`src/rtl/dsp_pkg.sv`:
```
// Shared DSP types: FFT output control word, integrator FSM states, FFT length.
package dsp_pkg;

   localparam int FFT32_LENGTH = 32;

   typedef struct packed {
      logic       valid;
      logic       last;
      logic       reverse;
      logic [4:0] data_index;
      logic [7:0] tag;
   } fft32_control_t;

   typedef enum logic [1:0] {
      S_FIRST  = 2'd0,
      S_ACCUM  = 2'd1,
      S_LAST   = 2'd2,
      S_RESYNC = 2'd3
   } fft32_power_integ_state_t;

endpackage

```
`src/rtl/fft_32_power_integrator_if.sv`:
```
// FFT-bin stream in, averaged spectrum stream out.
interface fft_32_power_integrator_if #(
   parameter int INPUT_DATA_WIDTH = 21,
   parameter int OUTPUT_WIDTH     = 2*INPUT_DATA_WIDTH
);
   dsp_pkg::fft32_control_t              Input_control;
   logic signed [INPUT_DATA_WIDTH-1:0]   Input_i;
   logic signed [INPUT_DATA_WIDTH-1:0]   Input_q;
   logic                                 Output_valid;
   logic [4:0]                           Output_index;
   logic                                 Output_last;
   logic                                 Output_reverse;
   logic [7:0]                           Output_tag;
   logic [OUTPUT_WIDTH-1:0]              Output_power;
   logic                                 Error_index;

   modport master (
      output Input_control, Input_i, Input_q,
      input  Output_valid, Output_index, Output_last, Output_reverse,
             Output_tag, Output_power, Error_index
   );

   modport slave (
      input  Input_control, Input_i, Input_q,
      output Output_valid, Output_index, Output_last, Output_reverse,
             Output_tag, Output_power, Error_index
   );
endinterface

```
`src/rtl/fft_32_power_calc.sv`:
```
// Two-stage registered i^2 + q^2 with the control word carried alongside.
module fft_32_power_calc
   import dsp_pkg::*;
#(
   parameter int DATA_WIDTH = 21
) (
   input  logic                          Clk,
   input  logic                          Rst,
   input  fft32_control_t                Ctrl_i,
   input  logic signed [DATA_WIDTH-1:0]  I_i,
   input  logic signed [DATA_WIDTH-1:0]  Q_i,
   output fft32_control_t                Ctrl_o,
   output logic [2*DATA_WIDTH-1:0]       Power_o
);
   localparam int PW = 2*DATA_WIDTH;

   logic signed [PW-1:0] ii_d, qq_d;
   logic [PW-1:0]        ii_q, qq_q, power_q;
   fft32_control_t       ctrl1_q, ctrl2_q;

   // Squares are non-negative, so the signed products can be held unsigned.
   assign ii_d = I_i * I_i;
   assign qq_d = Q_i * Q_i;

   // Stage 1 squares, stage 2 sum; only the valid bits need clearing on reset.
   always_ff @(posedge Clk) begin
      if (!Rst) begin
         ctrl1_q <= '0;
         ctrl2_q <= '0;
      end else begin
         ctrl1_q <= Ctrl_i;
         ii_q    <= ii_d;
         qq_q    <= qq_d;
         ctrl2_q <= ctrl1_q;
         power_q <= ii_q + qq_q;
      end
   end

   assign Ctrl_o  = ctrl2_q;
   assign Power_o = power_q;
endmodule

```
`src/rtl/fft_32_power_integrator.sv`:
```
// Per-bin power integration over 2^N FFT frames with averaged spectrum output.
//
//   state    | meaning
//   ---------+-----------------------------------------------------------
//   S_FIRST  | first frame: latch N on bin 0, overwrite RAM (emit if N=0)
//   S_ACCUM  | middle frames: RAM += power, count frames
//   S_LAST   | final frame: emit (RAM + power) >> N
//   S_RESYNC | index error seen: discard, wait for a last sample
module fft_32_power_integrator
   import dsp_pkg::*;
#(
   parameter int INPUT_DATA_WIDTH = 21,
   parameter int MAX_FRAMES_LOG2  = 8,
   parameter int OUTPUT_WIDTH     = 2*INPUT_DATA_WIDTH,
   localparam int NW              = $clog2(MAX_FRAMES_LOG2+1)
) (
   input  logic                 Clk,
   input  logic                 Rst,
   input  logic [NW-1:0]        Num_frames_log2,
   fft_32_power_integrator_if.slave bus
);
   localparam int PW = 2*INPUT_DATA_WIDTH;
   localparam int AW = PW + MAX_FRAMES_LOG2;
   localparam int CW = MAX_FRAMES_LOG2 + 1;
   localparam logic [NW-1:0] N_MAX = NW'(MAX_FRAMES_LOG2);

   fft32_control_t            ctrl2;
   logic [PW-1:0]             power2;
   fft32_power_integ_state_t  state_q, state_d;
   logic [4:0]                exp_idx_q, exp_idx_d;
   logic [NW-1:0]             n_q, n_d, n_clamped, n_eff;
   logic [CW-1:0]             frame_cnt_q, frame_cnt_d, cnt_inc;
   logic [CW:0]               frames_total;
   logic                      idx_err;
   logic                      wr_d, emit_d, err_d;
   logic [AW-1:0]             sum_d, ram_rd;
   logic [AW-1:0]             acc_ram [FFT32_LENGTH];
   logic                      wr_q, emit_q, err_q;
   fft32_control_t            ctrl3_q;
   logic [AW-1:0]             sum_q;
   logic [NW-1:0]             shift_q;
   logic                      out_valid_q, out_err_q, out_last_q, out_rev_q;
   logic [4:0]                out_idx_q;
   logic [7:0]                out_tag_q;
   logic [OUTPUT_WIDTH-1:0]   out_power_q;

   fft_32_power_calc #(.DATA_WIDTH(INPUT_DATA_WIDTH)) u_power_calc (
      .Clk     (Clk),
      .Rst     (Rst),
      .Ctrl_i  (bus.Input_control),
      .I_i     (bus.Input_i),
      .Q_i     (bus.Input_q),
      .Ctrl_o  (ctrl2),
      .Power_o (power2)
   );

   assign n_clamped    = (Num_frames_log2 > N_MAX) ? N_MAX : Num_frames_log2;
   // Bin 0 of the first frame uses the fresh N before it has been latched.
   assign n_eff        = (state_q == S_FIRST && ctrl2.data_index == 5'd0) ? n_clamped : n_q;
   assign idx_err      = (ctrl2.data_index != exp_idx_q) || (ctrl2.last != (ctrl2.data_index == 5'd31));
   assign cnt_inc      = frame_cnt_q + CW'(1);
   assign frames_total = (CW+1)'(1) << n_q;
   assign ram_rd       = acc_ram[ctrl2.data_index];

   // FSM state and sequencing registers.
   always_ff @(posedge Clk) begin
      if (!Rst) begin
         state_q     <= S_FIRST;
         exp_idx_q   <= '0;
         n_q         <= '0;
         frame_cnt_q <= '0;
      end else begin
         state_q     <= state_d;
         exp_idx_q   <= exp_idx_d;
         n_q         <= n_d;
         frame_cnt_q <= frame_cnt_d;
      end
   end

   // Next-state: index tracking, frame counting, integration sequencing.
   always_comb begin
      state_d     = state_q;
      exp_idx_d   = exp_idx_q;
      n_d         = n_q;
      frame_cnt_d = frame_cnt_q;
      if (ctrl2.valid) begin
         if (state_q == S_RESYNC) begin
            if (ctrl2.last) begin
               state_d   = S_FIRST;
               exp_idx_d = '0;
            end
         end else if (idx_err) begin
            state_d   = ctrl2.last ? S_FIRST : S_RESYNC;
            exp_idx_d = '0;
         end else begin
            exp_idx_d = exp_idx_q + 5'd1;
            case (state_q)
               S_FIRST: begin
                  if (ctrl2.data_index == 5'd0) n_d = n_clamped;
                  if (ctrl2.last) begin
                     frame_cnt_d = '0;
                     if (n_eff == '0)      state_d = S_FIRST;
                     else if (n_eff == 1)  state_d = S_LAST;
                     else                  state_d = S_ACCUM;
                  end
               end
               S_ACCUM: begin
                  if (ctrl2.last) begin
                     frame_cnt_d = cnt_inc;
                     if ({1'b0, cnt_inc} == frames_total - (CW+1)'(2)) state_d = S_LAST;
                  end
               end
               S_LAST: begin
                  if (ctrl2.last) state_d = S_FIRST;
               end
               default: state_d = S_RESYNC;
            endcase
         end
      end
   end

   // Outputs: RAM write, emit and error strobes plus the add-or-replace sum.
   always_comb begin
      wr_d   = 1'b0;
      emit_d = 1'b0;
      err_d  = 1'b0;
      sum_d  = (state_q == S_FIRST) ? AW'(power2) : ram_rd + AW'(power2);
      if (ctrl2.valid && state_q != S_RESYNC) begin
         if (idx_err) begin
            err_d = 1'b1;
         end else begin
            wr_d   = (state_q == S_FIRST) || (state_q == S_ACCUM);
            emit_d = (state_q == S_LAST) || (state_q == S_FIRST && n_eff == '0);
         end
      end
   end

   // Stage 3 register: accumulated value and strobes headed for write-back.
   always_ff @(posedge Clk) begin
      if (!Rst) begin
         wr_q   <= 1'b0;
         emit_q <= 1'b0;
         err_q  <= 1'b0;
      end else begin
         wr_q    <= wr_d;
         emit_q  <= emit_d;
         err_q   <= err_d;
         ctrl3_q <= ctrl2;
         sum_q   <= sum_d;
         shift_q <= n_eff;
      end
   end

   // Stage 4 accumulator write-back; RAM contents survive reset by design.
   always_ff @(posedge Clk) begin
      if (wr_q) acc_ram[ctrl3_q.data_index] <= sum_q;
   end

   // Stage 4 output register with the truncating average.
   always_ff @(posedge Clk) begin
      if (!Rst) begin
         out_valid_q <= 1'b0;
         out_err_q   <= 1'b0;
      end else begin
         out_valid_q <= emit_q;
         out_err_q   <= err_q;
         out_idx_q   <= ctrl3_q.data_index;
         out_last_q  <= ctrl3_q.last;
         out_rev_q   <= ctrl3_q.reverse;
         out_tag_q   <= ctrl3_q.tag;
         out_power_q <= OUTPUT_WIDTH'(sum_q >> shift_q);
      end
   end

   assign bus.Output_valid   = out_valid_q;
   assign bus.Error_index    = out_err_q;
   assign bus.Output_index   = out_idx_q;
   assign bus.Output_last    = out_last_q;
   assign bus.Output_reverse = out_rev_q;
   assign bus.Output_tag     = out_tag_q;
   assign bus.Output_power   = out_power_q;
endmodule

```
`src/flat_wrapper.sv`:
```
// flat-port wrapper written by rule: the top's interface ports become plain ports
module fft_32_power_integrator_flat import dsp_pkg::*;
#(
   parameter int INPUT_DATA_WIDTH = 21,
   parameter int MAX_FRAMES_LOG2  = 8,
   parameter int OUTPUT_WIDTH     = 2*INPUT_DATA_WIDTH,
   localparam int NW              = $clog2(MAX_FRAMES_LOG2+1)
)
  (Clk, Rst, Num_frames_log2, bus_Input_control, bus_Input_i, bus_Input_q, bus_Output_valid, bus_Output_index, bus_Output_last, bus_Output_reverse, bus_Output_tag, bus_Output_power, bus_Error_index);
  fft_32_power_integrator_if #(.INPUT_DATA_WIDTH(INPUT_DATA_WIDTH), .OUTPUT_WIDTH(OUTPUT_WIDTH)) bus_i ();
  input  logic Clk;
  input  logic Rst;
  input  logic [NW-1:0] Num_frames_log2;
  input wire logic [$bits(bus_i.Input_control)-1:0] bus_Input_control;
  input wire logic [$bits(bus_i.Input_i)-1:0] bus_Input_i;
  input wire logic [$bits(bus_i.Input_q)-1:0] bus_Input_q;
  output wire logic [$bits(bus_i.Output_valid)-1:0] bus_Output_valid;
  output wire logic [$bits(bus_i.Output_index)-1:0] bus_Output_index;
  output wire logic [$bits(bus_i.Output_last)-1:0] bus_Output_last;
  output wire logic [$bits(bus_i.Output_reverse)-1:0] bus_Output_reverse;
  output wire logic [$bits(bus_i.Output_tag)-1:0] bus_Output_tag;
  output wire logic [$bits(bus_i.Output_power)-1:0] bus_Output_power;
  output wire logic [$bits(bus_i.Error_index)-1:0] bus_Error_index;
  assign bus_i.Input_control = bus_Input_control;
  assign bus_i.Input_i = bus_Input_i;
  assign bus_i.Input_q = bus_Input_q;
  assign bus_Output_valid = bus_i.Output_valid;
  assign bus_Output_index = bus_i.Output_index;
  assign bus_Output_last = bus_i.Output_last;
  assign bus_Output_reverse = bus_i.Output_reverse;
  assign bus_Output_tag = bus_i.Output_tag;
  assign bus_Output_power = bus_i.Output_power;
  assign bus_Error_index = bus_i.Error_index;
  fft_32_power_integrator #(.INPUT_DATA_WIDTH(INPUT_DATA_WIDTH), .MAX_FRAMES_LOG2(MAX_FRAMES_LOG2), .OUTPUT_WIDTH(OUTPUT_WIDTH)) u_core (.Clk(Clk), .Rst(Rst), .Num_frames_log2(Num_frames_log2), .bus(bus_i));
endmodule
```
`config.mk`:
```
export PLATFORM = sky130hd
export DESIGN_NAME = fft_32_power_integrator_flat
export DESIGN_NICKNAME = d
export VERILOG_FILES = /design/src/rtl/dsp_pkg.sv /design/src/rtl/fft_32_power_integrator_if.sv /design/src/rtl/fft_32_power_calc.sv /design/src/rtl/fft_32_power_integrator.sv /design/src/flat_wrapper.sv
export SDC_FILE = /design/constraint.sdc
export NUM_CORES = 2
export LEC_CHECK = 0
export ABC_AREA = 1
export ABC_CLOCK_PERIOD_IN_PS = 14200
export CORE_MARGIN = 4
export CORE_UTILIZATION = 58
export CTS_BUF_LIST = sky130_fd_sc_hd__clkbuf_8
export CTS_CLUSTER_DIAMETER = 200
export DETAILED_ROUTE_END_ITERATION = 6
export MAX_ROUTING_LAYER = met4
export PLACE_DENSITY = 0.8
export SYNTH_ARGS = -nofsm -noshare
export SYNTH_HDL_FRONTEND = slang
export SYNTH_SLANG_ARGS = --single-unit
```
`constraint.sdc`:
```
create_clock -name Clk -period 14.2 [get_ports Clk]
set_clock_uncertainty 0.05 [all_clocks]
set_input_delay 2.13 -clock Clk [delete_from_list [all_inputs] [get_ports Clk]]
set_output_delay 2.13 -clock Clk [all_outputs]
set_load 0.02 [all_outputs]
```
======== After elaboration in Yosys (flattened, before gate mapping) ========
Memory sizes are Yosys's and may differ from the RTL's. A register that Yosys moved wholly into a read port is not among the register bits.
Index checks and enable logic that the tools add are counted.
word-level totals
  register bits ........................... 309
  RAM bits ................................ 1,600
  input bits .............................. 64
  output and inout port bits .............. 59
  logic and storage cells ................. 103
  memories ................................ 1
operators by class
  $add $sub $neg .......................... 5
  multiply operators ...................... 2
  order comparisons ....................... 1
  equal/unequal tests ..................... 15
  shift operators ......................... 2
  mux-type cells .......................... 23
  bitwise logic cells ..................... 4
  reductions and logical operators ........ 16
memory list
  memory          depth  width  read ports  clocked after memory_dff  wr ports  line                           text
  u_core.acc_ram  32     50     1           1                         1         fft_32_power_integrator.sv:37  logic [AW-1:0] acc_ram [FFT32_LENGTH];
operators by type and width
  cell                     number
  $mul A21 B21 Y42         2
  $add A50 B42 Y50         1
  $shr A50 B4 Y42          1
  $add A42 B42 Y42         1
  $mux W42                 1
  $mux W5                  4
  $mux W2                  9
  $mux W9                  2
  $pmux W9 S2              1
  $eq A9 B10 Y1            1
  $shl A1 B4 Y10 const A   1
  $sub A10 B2 Y10 const B  1
  $add A9 B1 Y9 const B    1
  $mux W4                  2
  $ne A2 B2 Y1 const B     4
  $pmux W2 S3              1
  $reduce_and A6 Y1        1
  $add A5 B1 Y5 const B    1
  $eq A5 B5 Y1 const B     1
  $logic_not A5 Y1         1
  $ne A5 B5 Y1             1
  $reduce_and A5 Y1        1
  $eq A2 B2 Y1 const B     2
  $eq A4 B1 Y1 const B     1
  other kinds (16)         26

======== Longest topological paths before layout ========
  depth after elaboration ................. 10
  gate-level depth with buffers ........... 29
  mapped depth without buffers ............ 27

======== Cells and area by module ========
A second synthesis with hierarchy kept.
unflattened totals
  cells, all modules ...................... 11,016
  area, all modules ....................... 112,754.4 µm²
modules (own cells, without submodules)
  module                   instances  cells each  area each (µm²)  seq. area each (µm²)
  fft_32_power_integrator  1          6,027       72,834.9         52,330.2
  fft_32_power_calc        1          4,989       39,919.5         4,364.2

======== Worst setup path before layout ========
Ideal clock, no wire load.
  kind .................................... input to register
  start ................................... input port bus_Input_i[20]
  end ..................................... register u_core.u_power_calc.ii_q[40] (data pin)
  library setup time ...................... 259 ps
  arrival time ............................ 8,151 ps
  data required time ...................... 13,891 ps
  slack ................................... 5,740 ps
  stages on the path ...................... 22
  buffers on the path ..................... 2
  cell sequence ........................... clkbuf_1 buf_1 nand2_1 fa_1 fa_1 inv_1 fa_1 inv_1 fa_1 inv_1 fa_1 inv_1 fa_1 fa_1 inv_1 ha_1 a21oi_1 a21boi_0 o221ai_1 a31oi_1 nand3_1 xor2_1
on the way
  word-level cells in the longest chain between the ends .. 1
RTL lines
  item                              line                     text
  start: declaration                flat_wrapper.sv:15       input wire logic [$bits(bus_i.Input_i)-1:0] bus_Input_i;
  $mul A21 B21 Y42                  fft_32_power_calc.sv:22  assign ii_d = I_i * I_i;
  net u_core.u_power_calc.ii_d[40]  fft_32_power_calc.sv:17  logic signed [PW-1:0] ii_d, qq_d;
  end signal: assignment            fft_32_power_calc.sv:32  ii_q <= ii_d;
  end: declaration                  fft_32_power_calc.sv:18  logic [PW-1:0] ii_q, qq_q, power_q;
The timed path passes the listed nets, and every way through them passes these cells.
A chain may end at the register's enable or synchronous reset.

======== Worst setup path in the final report ========
  start ................................... input port bus_Input_i[20]
  end ..................................... register u_core.u_power_calc.ii_q[26] (data pin)
Same word-level chain as after synthesis.

==> results.rst <==
.. list-table::
   :header-rows: 1

   * - Metric
     - Value
   * - Antenna-violating nets left
     - 0
   * - Max FO, Critical Path
     - 28
   * - Final design instance area without fill
     - 120,000 sq um
   * - Highest attainable clock frequency
     - ~110 MHz
   * - Core box area
     - 190,000 sq um
   * - Pin count of the biggest net entering global routing
     - 229
   * - Number of stages on the worst setup path
     - 22
   * - Vertical die dimension
     - about 450 um
   * - Critical path destination
     - u_core.u_power_calc.ii_q[26]
   * - Number of buffers on the longest clock path
     - 4
   * - Total number of clock tree sinks
     - roughly 1,900
   * - Number of hold-repair buffers added at the cts stage
     - 0
   * - Source of the critical timing path
     - bus_Input_i[20]
   * - Signal arrival time at the worst endpoint
     - 9.57 ns
   * - Vias
     - 79,500
   * - Share of post-route cells with drive strength above 1
     - 0.0542
   * - Die area
     - 198,000 sq um
   * - Setup repair after global routing missed its margin
     - false
   * - Number of H-tree levels
     - 5
   * - Most frequently used flop master after synthesis
     - sky130_fd_sc_hd__edfxtp_1
   * - Portion of the post-synthesis area used by sequential elements
     - 0.511
   * - Worst max-slew margin expressed relative to the limit
     - 0.0664
   * - Tightest Pin Transition
     - 1.40 ns
   * - Register bit total from synthesis
     - 1,907
   * - Crit path cell chain
     - clkdlybuf4s50_1 > inv_1 > nor2_1 > fa_1 > inv_1 > fa_1 > inv_1 > fa_1 > fa_1 > fa_1 > fa_1 > inv_1 > fa_1 > inv_1 > ha_1 > nand2_1 > nor2_1 > nand2_1 > nor4_1 > a21oi_1 > o21ai_0 > xor2_1
   * - Kind of critical path
     - input pin to flop
   * - Max-cap violations
     - 0
   * - Clock buffers created by TritonCTS
     - 314
   * - Detailed-route DRC error count
     - 0
   * - Final hold vios
     - 0
   * - Fraction of registers with async set or reset after synthesis
     - 0
   * - Dpl cell area
     - 115,000 sq um
   * - Gate family responsible for the most delay along the worst path
     - adder cells
   * - Combined area of all synthesized cells
     - 111,000 sq um
   * - HPWL reported at the end of detailed placement
     - roughly 200,000 um
   * - Post-CTS Repair Setup Buffers
     - 0
   * - Portion of synthesized cell area occupied by the leading cell type
     - 0.501
   * - Row count
     - 160
   * - Number of instances in the synthesized netlist
     - 10,500
   * - Number of antenna violations at the first check in global routing
     - 4
   * - Post-route fraction of the period consumed by the critical path
     - 0.624
   * - Post_cts resized
     - 0
   * - Global-route wire length before repair
     - 469,000 um
   * - Clock insertion delay at the later pin of the skew report
     - around 1.0 ns
   * - Most frequent cells after synthesis
     - 1,850 x sky130_fd_sc_hd__edfxtp_1, 1,639 x sky130_fd_sc_hd__nand2_1, 1,602 x sky130_fd_sc_hd__inv_1, 1,155 x sky130_fd_sc_hd__nor2_1, 982 x sky130_fd_sc_hd__o21ai_0
   * - Cell with the most instances after synthesis
     - sky130_fd_sc_hd__edfxtp_1
   * - Average vias per placed instance
     - 5.98
   * - Worst path bufs/invs
     - 6
   * - Number of global-route vias before repair
     - 79,800
   * - Number of enable-type register cells in the synthesized netlist
     - between 1,500 and 2,000
   * - Worst reg2reg startpoint
     - u_core.u_power_calc.Ctrl_o[8]
   * - CTS tree
     - done
   * - Detailed router's first-iteration violation count
     - 10,600
   * - Number of cells traversed by the worst register-to-register path
     - 21
   * - Synthesized area per cell
     - 10.6 sq um
   * - Number of inserted filler cells in the final layout
     - 14,600
   * - Reg-to-reg slack, setup
     - a little under 7 ns
   * - Yosys warning count
     - 0
   * - Worst Setup Start Kind
     - input pin
   * - Final Net Count
     - 11,800
   * - Leading area contributor after synthesis
     - sky130_fd_sc_hd__edfxtp_1
   * - Distinct cells, synth
     - 52
   * - Signed area change from the synthesized netlist to the final layout
     - 8.22%
   * - Count of input and output buffers
     - about 120
   * - Type of the most critical hold path
     - flop to flop
   * - Post-Syn Nets
     - 11,700
   * - CP dominant cell by count
     - sky130_fd_sc_hd__fa_1
   * - Root buffer selected by CTS
     - sky130_fd_sc_hd__clkbuf_8
   * - Number of failing setup endpoints in the final timing report
     - 0
   * - Initial standard-cell utilization of the core
     - 0.583
   * - Final-layout setup total negative slack
     - 0 ns
   * - Routed Wire Length
     - 311,000 um
   * - Min cycle time layout
     - 8.86 ns
   * - Boundary pin count
     - 123
   * - Leading cell types by total area after synthesis
     - sky130_fd_sc_hd__edfxtp_1 50%, sky130_fd_sc_hd__fa_1 15%, sky130_fd_sc_hd__nand2_1 5.5%
   * - Outcome
     - complete, no violations
   * - Worst setup EP type
     - flop
   * - Die width
     - 445 um
   * - Total Routing Usage GR
     - 0.321
   * - Overflow left after global routing
     - 0
   * - Delay of the slowest cell on the worst path
     - 1.20 ns
   * - Worst-path clk slew
     - roughly 0.06 ns
   * - WL/cell
     - about 23 um
   * - First-pass iteration count of the detailed router
     - 7
   * - Final number of max-transition violations
     - 0
   * - Final weighted congestion of routability-driven global placement
     - 0.983
   * - Slowest library cell on the worst path
     - sky130_fd_sc_hd__clkdlybuf4s50_1
   * - Worst flop-to-flop path endpoint
     - u_core.sum_q[48]
   * - Critical path data required time
     - 14.91 ns
registers in the layout (all words and copies together) (netlist names), 2 cells and up:
register and flops:
u_core.n_q 4, u_core.bus.Output_tag 8, u_core.state_q 2, u_core.exp_idx_q 5, u_core.u_power_calc.Power_o 42, u_core.u_power_calc.ctrl1_q 16
u_core.sum_q 50, u_core.ctrl3_q 15, u_core.frame_cnt_q 9, u_core.u_power_calc.qq_q 41, u_core.acc_ram 1600, u_core.bus.Output_power 42
u_core.shift_q 4, u_core.u_power_calc.ii_q 41, u_core.bus.Output_index 5, u_core.u_power_calc.Ctrl_o 16
logic make-up after synthesis:
kind of cell | Yosys count | share of synthesized area
simple gates | 3237 | 0.116
fa+ha+maj | 1169 | 0.188
flops | 1907 | 0.511
mux | 4 | 0.000361
xor+xnor | 193 | 0.0152
buf+inv | 2073 | 0.0732
compound gates | 1891 | 0.0957
worst reg2reg max path, stage by stage (launching register included):
cell and delay [ns]:
sky130_fd_sc_hd__dfxtp_4 0.74, sky130_fd_sc_hd__buf_12 0.69, sky130_fd_sc_hd__buf_4 1.08, sky130_fd_sc_hd__buf_12 0.68, sky130_fd_sc_hd__o21ai_0 0.51, sky130_fd_sc_hd__o22ai_1 0.21, sky130_fd_sc_hd__nand2_1 0.13, sky130_fd_sc_hd__nand2_1 0.21
sky130_fd_sc_hd__a221oi_1 0.09, sky130_fd_sc_hd__a21oi_1 0.52, sky130_fd_sc_hd__ha_1 0.34, sky130_fd_sc_hd__nand2_1 0.10, sky130_fd_sc_hd__nor2_1 0.15, sky130_fd_sc_hd__nand2_1 0.14, sky130_fd_sc_hd__nor2_1 0.25, sky130_fd_sc_hd__nand3_1 0.24
sky130_fd_sc_hd__nand3_1 0.19, sky130_fd_sc_hd__nand3_1 0.30, sky130_fd_sc_hd__nand2_1 0.25, sky130_fd_sc_hd__nand3_1 0.12, sky130_fd_sc_hd__nand2_1 0.08, sky130_fd_sc_hd__nor2_1 0.05
area by class of cell:
class / count / area, sq um / area share
clock inverters: 188 / 988 / 0.00824
inverters: 1613 / 6080 / 0.0507
well taps: 2511 / 3140 / 0.0262
multi-input cells: 6494 / 46300 / 0.386
clock buffers: 326 / 4490 / 0.0374
flip-flops and latches: 1907 / 56700 / 0.473
diodes: 2 / 5.00 / 0.0000417
repair buffers: 247 / 2260 / 0.0189
metal layers:
| layer | track usage | up-vias | wire [um] |
|---|---|---|---|
| met3 | 0.0602 | 953 | 34000 |
| met2 | 0.500 | 4833 | 146000 |
| met5 | - | - | 0 |
| met1 | 0.412 | 38700 | 115000 |
| li1 | - | 35100 | - |
| met4 | 0.149 | 0 | 16300 |
worst min path at each step:
stage,startpoint,to,slack (ns),cells after the start
CTS,u_core.u_power_calc.Ctrl_o[2],u_core.ctrl3_q[2],0.35,0
floorplan,u_core.u_power_calc.Ctrl_o[0],u_core.ctrl3_q[0],0.34,0
finish,u_core.u_power_calc.Ctrl_o[2],u_core.ctrl3_q[2],0.35,0
global placement,u_core.u_power_calc.Ctrl_o[1],u_core.ctrl3_q[1],0.34,0
global route,u_core.u_power_calc.Ctrl_o[4],u_core.ctrl3_q[4],0.36,0
detailed placement,u_core.u_power_calc.Ctrl_o[4],u_core.ctrl3_q[4],0.34,0
cells in the final DEF (no fill, tap or decap), types with 54 or more instances in the layout:
master,n
sky130_fd_sc_hd__nand2_1,1639
sky130_fd_sc_hd__o21ai_0,982
sky130_fd_sc_hd__clkdlybuf4s50_1,121
sky130_fd_sc_hd__inv_1,1684
sky130_fd_sc_hd__xnor2_1,67
sky130_fd_sc_hd__fa_1,828
sky130_fd_sc_hd__buf_4,117
sky130_fd_sc_hd__ha_1,341
sky130_fd_sc_hd__dfxtp_1,54
sky130_fd_sc_hd__nand3_1,309
sky130_fd_sc_hd__o22ai_1,355
sky130_fd_sc_hd__edfxtp_1,1850
sky130_fd_sc_hd__clkinv_1,67
sky130_fd_sc_hd__a21oi_1,267
sky130_fd_sc_hd__nor2_1,1122
sky130_fd_sc_hd__clkbuf_8,326
sky130_fd_sc_hd__xor2_1,126
metrics by stage:
| step | util | worst slack, ns | cells | hold slack, ns |
|---|---|---|---|---|
| floorplan | - | 5.74 | 10500 | 0.336 |
| global placement | 0.602 | 4.37 | 12800 | 0.336 |
| detailed placement | 0.602 | 4.32 | 12800 | 0.339 |
| CTS | 0.631 | 5.44 | 13300 | 0.354 |
| global route | 0.631 | 4.99 | 13300 | 0.360 |
| finish | 0.631 | 5.34 | 13300 | 0.351 |
Power is left out: the tool's default activity adds up to more than one toggle a clock period on the data nets, which glitch-free logic cannot reach.
